`src/rtl/event_packer.sv`:
```
// Slow-path event packetizer: snapshots event results on acceptance and streams
// a fixed-length packet with an XOR checksum trailer into the slow FIFO.
module event_packer #(
  parameter int          NCH        = 4,
  parameter int          DATA_WIDTH = 16,
  parameter int          SF_WIDTH   = 32,
  parameter logic [31:0] PID        = 32'h4142504d,
  parameter logic [31:0] CAL_PID    = 32'h4143414c
) (
  input  logic                      clk,
  input  logic                      rst,
  input  logic                      evt_rdy,
  input  logic                      cal_flag,
  input  logic                      rst_evt_no,
  input  logic [DATA_WIDTH-1:0]     status,
  input  logic [DATA_WIDTH-1:0]     x,
  input  logic [DATA_WIDTH-1:0]     y,
  input  logic [DATA_WIDTH-1:0]     s,
  input  logic [NCH*SF_WIDTH-1:0]   power,
  input  logic [NCH*DATA_WIDTH-1:0] max,
  input  logic                      fifo_prog_full,
  output logic                      fifo_wr,
  output logic [31:0]               fifo_din,
  output logic                      busy,
  output logic [15:0]               evt_cnt,
  output logic [15:0]               drop_cnt
);

  localparam int          L   = 5 + NCH + NCH / 2;
  localparam int          IW  = $clog2(L + 1);
  localparam logic [15:0] LEN = 16'(L);

  typedef enum logic {IDLE, SEND} state_t;

  state_t                    state, state_nxt;
  logic                      accept, drop;
  logic [IW-1:0]             idx;
  logic [31:0]               csum, word;
  logic [DATA_WIDTH-1:0]     snap_status, snap_x, snap_y, snap_s;
  logic [NCH*SF_WIDTH-1:0]   snap_power;
  logic [NCH*DATA_WIDTH-1:0] snap_max;
  logic [15:0]               snap_cnt;

  always_ff @(posedge clk) begin
    if (rst) state <= IDLE;
    else     state <= state_nxt;
  end

  // SEND also spans the cycle that retires fifo_wr, so an event coincident
  // with the last word is still seen as busy and dropped.
  always_comb begin
    state_nxt = state;
    accept    = 1'b0;
    drop      = 1'b0;
    case (state)
      IDLE: begin
        if (evt_rdy) begin
          if (fifo_prog_full) begin
            drop = 1'b1;
          end else begin
            accept    = 1'b1;
            state_nxt = SEND;
          end
        end
      end
      SEND: begin
        drop = evt_rdy;
        if (idx == IW'(L)) state_nxt = IDLE;
      end
      default: state_nxt = IDLE;
    endcase
  end

  always_comb begin
    word = '0;
    if (idx == IW'(1)) word = {16'(snap_status), snap_cnt};
    if (idx == IW'(2)) word = {16'(snap_x), 16'(snap_y)};
    if (idx == IW'(3)) word = {16'(snap_s), LEN};
    for (int unsigned c = 0; c < NCH; c++) begin
      if (idx == IW'(4 + c)) word = 32'(snap_power[c*SF_WIDTH +: SF_WIDTH]);
    end
    for (int unsigned k = 0; k < NCH / 2; k++) begin
      if (idx == IW'(4 + NCH + k))
        word = {16'(snap_max[(2*k)*DATA_WIDTH +: DATA_WIDTH]),
                16'(snap_max[(2*k+1)*DATA_WIDTH +: DATA_WIDTH])};
    end
    if (idx == IW'(L - 1)) word = csum;
  end

  always_ff @(posedge clk) begin
    if (accept) begin
      snap_status <= status;
      snap_x      <= x;
      snap_y      <= y;
      snap_s      <= s;
      snap_power  <= power;
      snap_max    <= max;
      if (rst_evt_no)    snap_cnt <= '0;
      else if (cal_flag) snap_cnt <= evt_cnt;
      else               snap_cnt <= evt_cnt + 16'd1;
    end
  end

  always_ff @(posedge clk) begin
    if (rst) begin
      fifo_wr  <= 1'b0;
      fifo_din <= '0;
      busy     <= 1'b0;
      evt_cnt  <= '0;
      drop_cnt <= '0;
      idx      <= '0;
      csum     <= '0;
    end else begin
      if (rst_evt_no) begin
        evt_cnt  <= '0;
        drop_cnt <= '0;
      end else begin
        if (accept && !cal_flag) evt_cnt <= evt_cnt + 16'd1;
        if (drop && drop_cnt != '1) drop_cnt <= drop_cnt + 16'd1;
      end
      // Header goes out straight from the inputs; the rest from the snapshot.
      if (accept) begin
        fifo_wr  <= 1'b1;
        busy     <= 1'b1;
        fifo_din <= cal_flag ? CAL_PID : PID;
        csum     <= cal_flag ? CAL_PID : PID;
        idx      <= IW'(1);
      end else if (state == SEND) begin
        if (idx == IW'(L)) begin
          fifo_wr <= 1'b0;
          busy    <= 1'b0;
        end else begin
          fifo_din <= word;
          csum     <= csum ^ word;
          idx      <= idx + IW'(1);
        end
      end
    end
  end

endmodule

```
`config.mk`:
```
export PLATFORM = sky130hd
export DESIGN_NAME = event_packer
export DESIGN_NICKNAME = d
export VERILOG_FILES = /design/src/rtl/event_packer.sv
export SDC_FILE = /design/constraint.sdc
export NUM_CORES = 1
export LEC_CHECK = 0
export ABC_AREA = 1
export CAP_MARGIN = 5
export CORE_MARGIN = 1
export CORE_UTILIZATION = 55
export DETAILED_ROUTE_END_ITERATION = 7
export PLACE_DENSITY = 0.95
export RECOVER_POWER = 25
export SLEW_MARGIN = 20
export SYNTH_ARGS = -nofsm -noshare
export SYNTH_HDL_FRONTEND = slang
export SYNTH_SLANG_ARGS = --single-unit
```
`constraint.sdc`:
```
create_clock -name clk -period 12.8 [get_ports clk]
set_clock_uncertainty 0.1 [all_clocks]
set_input_delay 1.28 -clock clk [delete_from_list [all_inputs] [get_ports clk]]
set_output_delay 1.28 -clock clk [all_outputs]
set_load 0.01 [all_outputs]
```
==> results of run 1 <==
## metal layers
metal	GRT usage	vias up
met5	0	-
met4	0.177	8
met3	0.0695	183
met2	0.503	800
met1	0.355	6399
li1	-	6588
## worst register-to-register path, cell delays in order, from the launching register on
cell     delay [ps]
dfxtp_1         410
nor2_1          130
nand2_1         560
inv_8           880
buf_4           910
buf_4           940
## placed cells by master (no fill, tap or decap), types with 4 or more instances in the layout
master,instances
dfxtp_1,102
clkdlybuf4s50_1,148
dlygate4sd3_1,178
ha_1,6
nor3_1,9
diode_2,28
buf_4,9
clkbuf_16,40
nand2_1,658
o21ai_1,4
nor2_4,4
nor2_1,163
inv_2,10
a21oi_1,99
o21ai_0,61
clkinv_1,4
clkbuf_8,4
clkbuf_1,15
nor2_2,4
o211ai_1,6
inv_1,210
clkinv_2,5
xor2_1,15
nand4_1,7
edfxtp_1,272
or2_2,28
nand3_1,104
## power by group through the flow
| stage | registers, W | clock network [W] | logic (W) |
|---|---|---|---|
| final | 0.00138 | 0.00109 | 0.000251 |
| after global routing | 0.00138 | 0.00115 | 0.000274 |
| after CTS | 0.00138 | 0.00110 | 0.000261 |
| after detailed placement | 0.00141 | 0 | 0.000258 |
| after global placement | 0.00140 | 0 | 0.000250 |
| after floorplan | 0.00141 | 0 | 0.000115 |
## stage by stage
stage	power, W	setup WS (ps)	util
final	0.00272	7730	0.720
after detailed placement	0.00166	7160	0.677
after global placement	0.00165	7280	0.677
after CTS	0.00274	7720	0.718
after global routing	0.00281	7430	0.719
after floorplan	0.00153	4650	-
## synth_stat cells, types with 5 or more instances
library cell  count
dfxtp_1         102
edfxtp_1        272
nand2_1         658
buf_2            21
a21oi_1          99
ha_1              6
nor2_1          163
inv_2             9
xor2_1           15
clkbuf_1         38
nand4_1           7
or2_2            28
nor3_1            9
nand3_1         104
o21ai_0          61
inv_1           212
o211ai_1          6
buf_1             6
buf_4             7
nor2_2            5
## cell type report
class                      instances  area (sq um)  area share
timing repair buffer             336          3340       0.156
antenna                           28          70.1     0.00328
inverter                         222           841      0.0394
multi-input combinational       1189          5180       0.243
clock inverter                    12           100     0.00469
sequential                       374         10200       0.478
clock buffer                      60          1120      0.0525
tap                              390           488      0.0229
## final timing paths
| kind | startpoint | to | slack, ps | cells past startpoint |
|---|---|---|---|---|
| max | fifo_prog_full | snap_s[8] | 7730 | 6 |
| min reg2reg | csum[23] | csum[23] | 380 | 2 |
| min | csum[23] | csum[23] | 380 | 2 |
| max reg2reg | state | snap_s[8] | 8470 | 5 |
## state kept, by name, indices dropped and copies added (netlist names), 4 cells and up
name and count:
snap_power 128, snap_max 64, csum 32, fifo_din 32, drop_cnt 16, evt_cnt 16
snap_cnt 16, snap_s 16, snap_status 16, snap_x 16, snap_y 16, idx 4
## cells by family after synthesis
| logic type | share of synthesized area |
|---|---|
| and+or+nand+nor | 0.243 |
| DFF | 0.616 |
| buffers and inverters | 0.0724 |
| AOI/OAI and AO/OA | 0.0560 |
| xor gates and xnor gates | 0.00845 |
| adders and majority gates | 0.00453 |
==> run metrics, run 1 <==
Die Y 176 um; Bufs and invs on worst path 4; share of layout cells above drive strength 1 0.0543; net switching power figure 0.000626 W; synth warn 0; cell at the slowest stage of the critical path buf_4; Detailed Routing Iterations Pass 1 7; Post-CTS Hold Fix Bufs 0; power share of the clock group 0.400; FF+latch count, synth 374; Area Overhead vs Synth 28.7%; antenna violations before repair 28; Post-Route M1 WL 17100 um; HPWL after DPL 31900 um; Clock Tree Buf Depth 3; CTS tree built; die area 0.0308 sq mm; Worst Path Arrival 5130 ps; CP most frequent cell buf_4; gr ovfl total 0; Layout Cells excl Fill 2611; Crit Path Max Fanout 117; die width 176 um; part of the Yosys area used for sequential elements 0.616; Total Routed Length 46600 um; pin count of the biggest net entering global routing 118; Routed wire per std cell 17.9 um; Mean Syn Cell Area 8.91 sq um; worst slew pin tran 1130 ps; status finished, final reports clean; Min-Delay Path Class reg -> reg; # setup viols final 0; dpl cells 2511; RSZ-0062 raised after global routing false; gpl congestion 0.860; distinct cell type count of the synthesized netlist 37; Core Area 0.0296 sq mm; nets 2430; max-slew violations 0; final hold vios 0; Synth top area share 0.493; Root Driver clkbuf_16; FMAX 197 MHz; critical path class in -> reg; crit start category primary input; slew margin rel. 0.247; Antenna Nets Post-Route 0; total track usage 0.301; CP required 12850 ps; post-synth top area cell edfxtp_1; Post-synth EDFFs 272; Post-CTS Resized 0; PD cells 127 mW/mm^2; Clock Sinks 374; CP Cell Sequence clkdlybuf4s50_1 > nor2_1 > nand2_1 > inv_8 > buf_4 > buf_4; Worst-path clk slew 60 ps; synth top area cells edfxtp_1 (49%), nand2_1 (15%), dfxtp_1 (12%); Syn Inst Count 1861; DP Area 0.0201 sq mm; Syn Nets 2129; Post-Syn Area 0.0166 sq mm; # rows 63; wire length of the first global-routing pass 71100 um; Max IR drop VDD 120 uV; P_int 0.00209 W; CP peak stage delay 910 ps; CTS H-tree lvls 2; LEAKAGE 8.86 nW; DR WL met3 4330 um; top sig layer met5; vias post-DR 14.0k; CTS Buf Count 39; number of global-route vias before repair 13.8k; Filler cells 2008; Starting Density 0.560; DR DRC count 0; met2 wire length 22300 um; period utilisation layout 0.396; Final Cell Area 0.0213 sq mm; Iter 0 DRT Violations 1288; Max Cap Viol 0; worst hold slack 376 ps; Sum Neg Setup Slack 0 ps; Synth Flop Type edfxtp_1; sequential share of power 0.508; port bufs 327; Sw Ratio 0.230; critical path's top delay family buffers and inverters; Critical Path End Type register; Setup Buffers After CTS 0; # IOs 328; min Tclk post-route 5070 ps; asr flop ratio synth 0; insertion delay to the later sink of the worst-skew pair 540 ps; combinational cell fraction of total power 0.092; drt via density 5.35
Power figures use the tool's default switching activity.
==> inputs of run 2 (changes only) <==
--- a/config.mk
+++ b/config.mk
@@ -8,9 +8,9 @@
 export ABC_AREA = 1
 export CAP_MARGIN = 5
 export CORE_MARGIN = 1
-export CORE_UTILIZATION = 55
+export CORE_UTILIZATION = 52
 export DETAILED_ROUTE_END_ITERATION = 7
-export PLACE_DENSITY = 0.95
+export PLACE_DENSITY = 0.92
 export RECOVER_POWER = 25
 export SLEW_MARGIN = 20
 export SYNTH_ARGS = -nofsm -noshare
==> constraint.sdc (replaced) <==
create_clock -name clk -period 5.3 [get_ports clk]
set_clock_uncertainty 0.1 [all_clocks]
set_input_delay 0.53 -clock clk [delete_from_list [all_inputs] [get_ports clk]]
set_output_delay 0.53 -clock clk [all_outputs]
set_load 0.01 [all_outputs]
==> run metrics, run 2 (same netlist as run 1, synthesis figures left out) <==
status finished, final reports clean; Crit Path Max Fanout 55; max-slew violations 0; commonest cells after routing, fill and taps aside nand2_1 (657), edfxtp_1 (272), inv_1 (211); die width 181 um; wire length of the first global-routing pass 72300 um; Detailed Routing Iterations Pass 1 6; Worst Path Arrival 3710 ps; period utilisation layout 0.634; insertion delay to the later sink of the worst-skew pair 520 ps; R2R Path Start idx[0]; Starting Density 0.527; Area Overhead vs Synth 30.0%; Clock Tree Buf Depth 3; total track usage 0.285; number of global-route vias before repair 13.9k; RSZ-0062 raised after global routing false; die area 0.0326 sq mm; Final Cell Area 0.0216 sq mm; drt via density 5.33; Root Driver clkbuf_16; min Tclk post-route 3360 ps; share of layout cells above drive strength 1 0.0619; port bufs 327; CTS Buf Count 40; Post-CTS Hold Fix Bufs 0; CTS tree built; slew margin rel. 0.272; gr ovfl total 0; Min-Delay Path Class reg -> reg; # rows 65; CP required 5650 ps; reg2reg path depth 11; FMAX 298 MHz; nets 2433; PD cells 320 mW/mm^2; Core Area 0.0315 sq mm; Iter 0 DRT Violations 1157; # IOs 328; Routed wire per std cell 17.8 um; Critical Path End Type register; worst slew pin tran 1090 ps; HP Start fifo_din[4]; Worst-path clk slew 70 ps; Max IR drop VDD 342 uV; CTS H-tree lvls 2; worst hold slack 367 ps; hold path cells 2; final hold vios 0; Total Routed Length 46600 um; hold endpoint fifo_din[4]; gpl congestion 0.882; Die Y 181 um; Clock Sinks 374; DP Area 0.0201 sq mm; Setup Buffers After CTS 0; vias post-DR 14.0k; crit start category register; pin count of the biggest net entering global routing 184; Antenna Nets Post-Route 0; reg2reg setup slack 1940 ps; Max Cap Viol 0; reg2reg end fifo_din[0]; LEAKAGE 8.96 nW; max reg flops 128; HPWL after DPL 32000 um; critical path class reg -> reg; # setup viols final 0; Sum Neg Setup Slack 0 ps; antenna violations before repair 25; Post-CTS Resized 0; largest register by flop count snap_power; most common cell after layout, fill and taps aside nand2_1; DR DRC count 0; largest registers snap_power x128, snap_max x64; Final Core Density 0.685
==> run 2: cell types whose count changed in the layout (fill, tap and decap cells not counted), sizes merged <==
cell,before,now
diode,28,19
clkbuf,60,52
bufinv,1,6
clkinvlp,0,5
buf,10,12
clkinv,10,9
inv,223,224
==> run 2: area by class of cell <==
| class | count | area (sq um) |
|---|---|---|
| clock inverters | 22 | 279 |
| clock buffers | 52 | 1130 |
| flip-flops and latches | 374 | 10200 |
| inverters | 222 | 837 |
| fillers | 2272 | 9910 |
| diodes | 19 | 47.5 |
| well taps | 402 | 503 |
| repair buffers | 338 | 3370 |
| multi-input cells | 1189 | 5190 |
==> run 2: per-stage QoR <==
step | worst slack [ps] | power, W | std cells
final | 1940 | 0.00689 | 2618
after global routing | 1690 | 0.00712 | 2613
after CTS | 1850 | 0.00696 | 2599
after detailed placement | 1300 | 0.00402 | 2525
after global placement | 1430 | 0.00400 | 2525
after floorplan | -61.3 | 0.00368 | 1861
==> run 2: worst max-delay path, cell delays in order (launching register included) <==
cell and delay (ps):
dfxtp_1 330, inv_1 130, ha_1 370, inv_2 190, nor2_2 710, inv_2 630
nand2_1 220, inv_1 50, nand2_1 90, o21ai_1 80, or2_1 260, a21oi_1 120
==> run 2: how the worst max path moves through the flow <==
stage	startpoint	end	slack [ps]	depth (start not counted)
after floorplan	fifo_prog_full	snap_cnt[0]	-60	4
after global routing	idx[2]	fifo_din[30]	1690	16
after global placement	fifo_prog_full	snap_power[82]	1430	6
after CTS	state	snap_max[37]	1850	6
final	idx[0]	fifo_din[0]	1940	11
after detailed placement	fifo_prog_full	snap_power[115]	1300	6
==> run 2: where the power goes <==
| group | switching [W] | internal, W |
|---|---|---|
| Clock | 0.00114 | 0.00180 |
| Combinational | 0.000347 | 0.000265 |
| Sequential | 0.0000522 | 0.00328 |
| Total | 0.00154 | 0.00535 |
==> run 2: routing by layer <==
metal,vias to the layer above,global-route usage,routed length (um)
li1,6600,-,-
met1,6494,0.336,17500
met2,690,0.491,23000
met3,161,0.0643,3780
met4,12,0.144,2250
met5,-,0,72
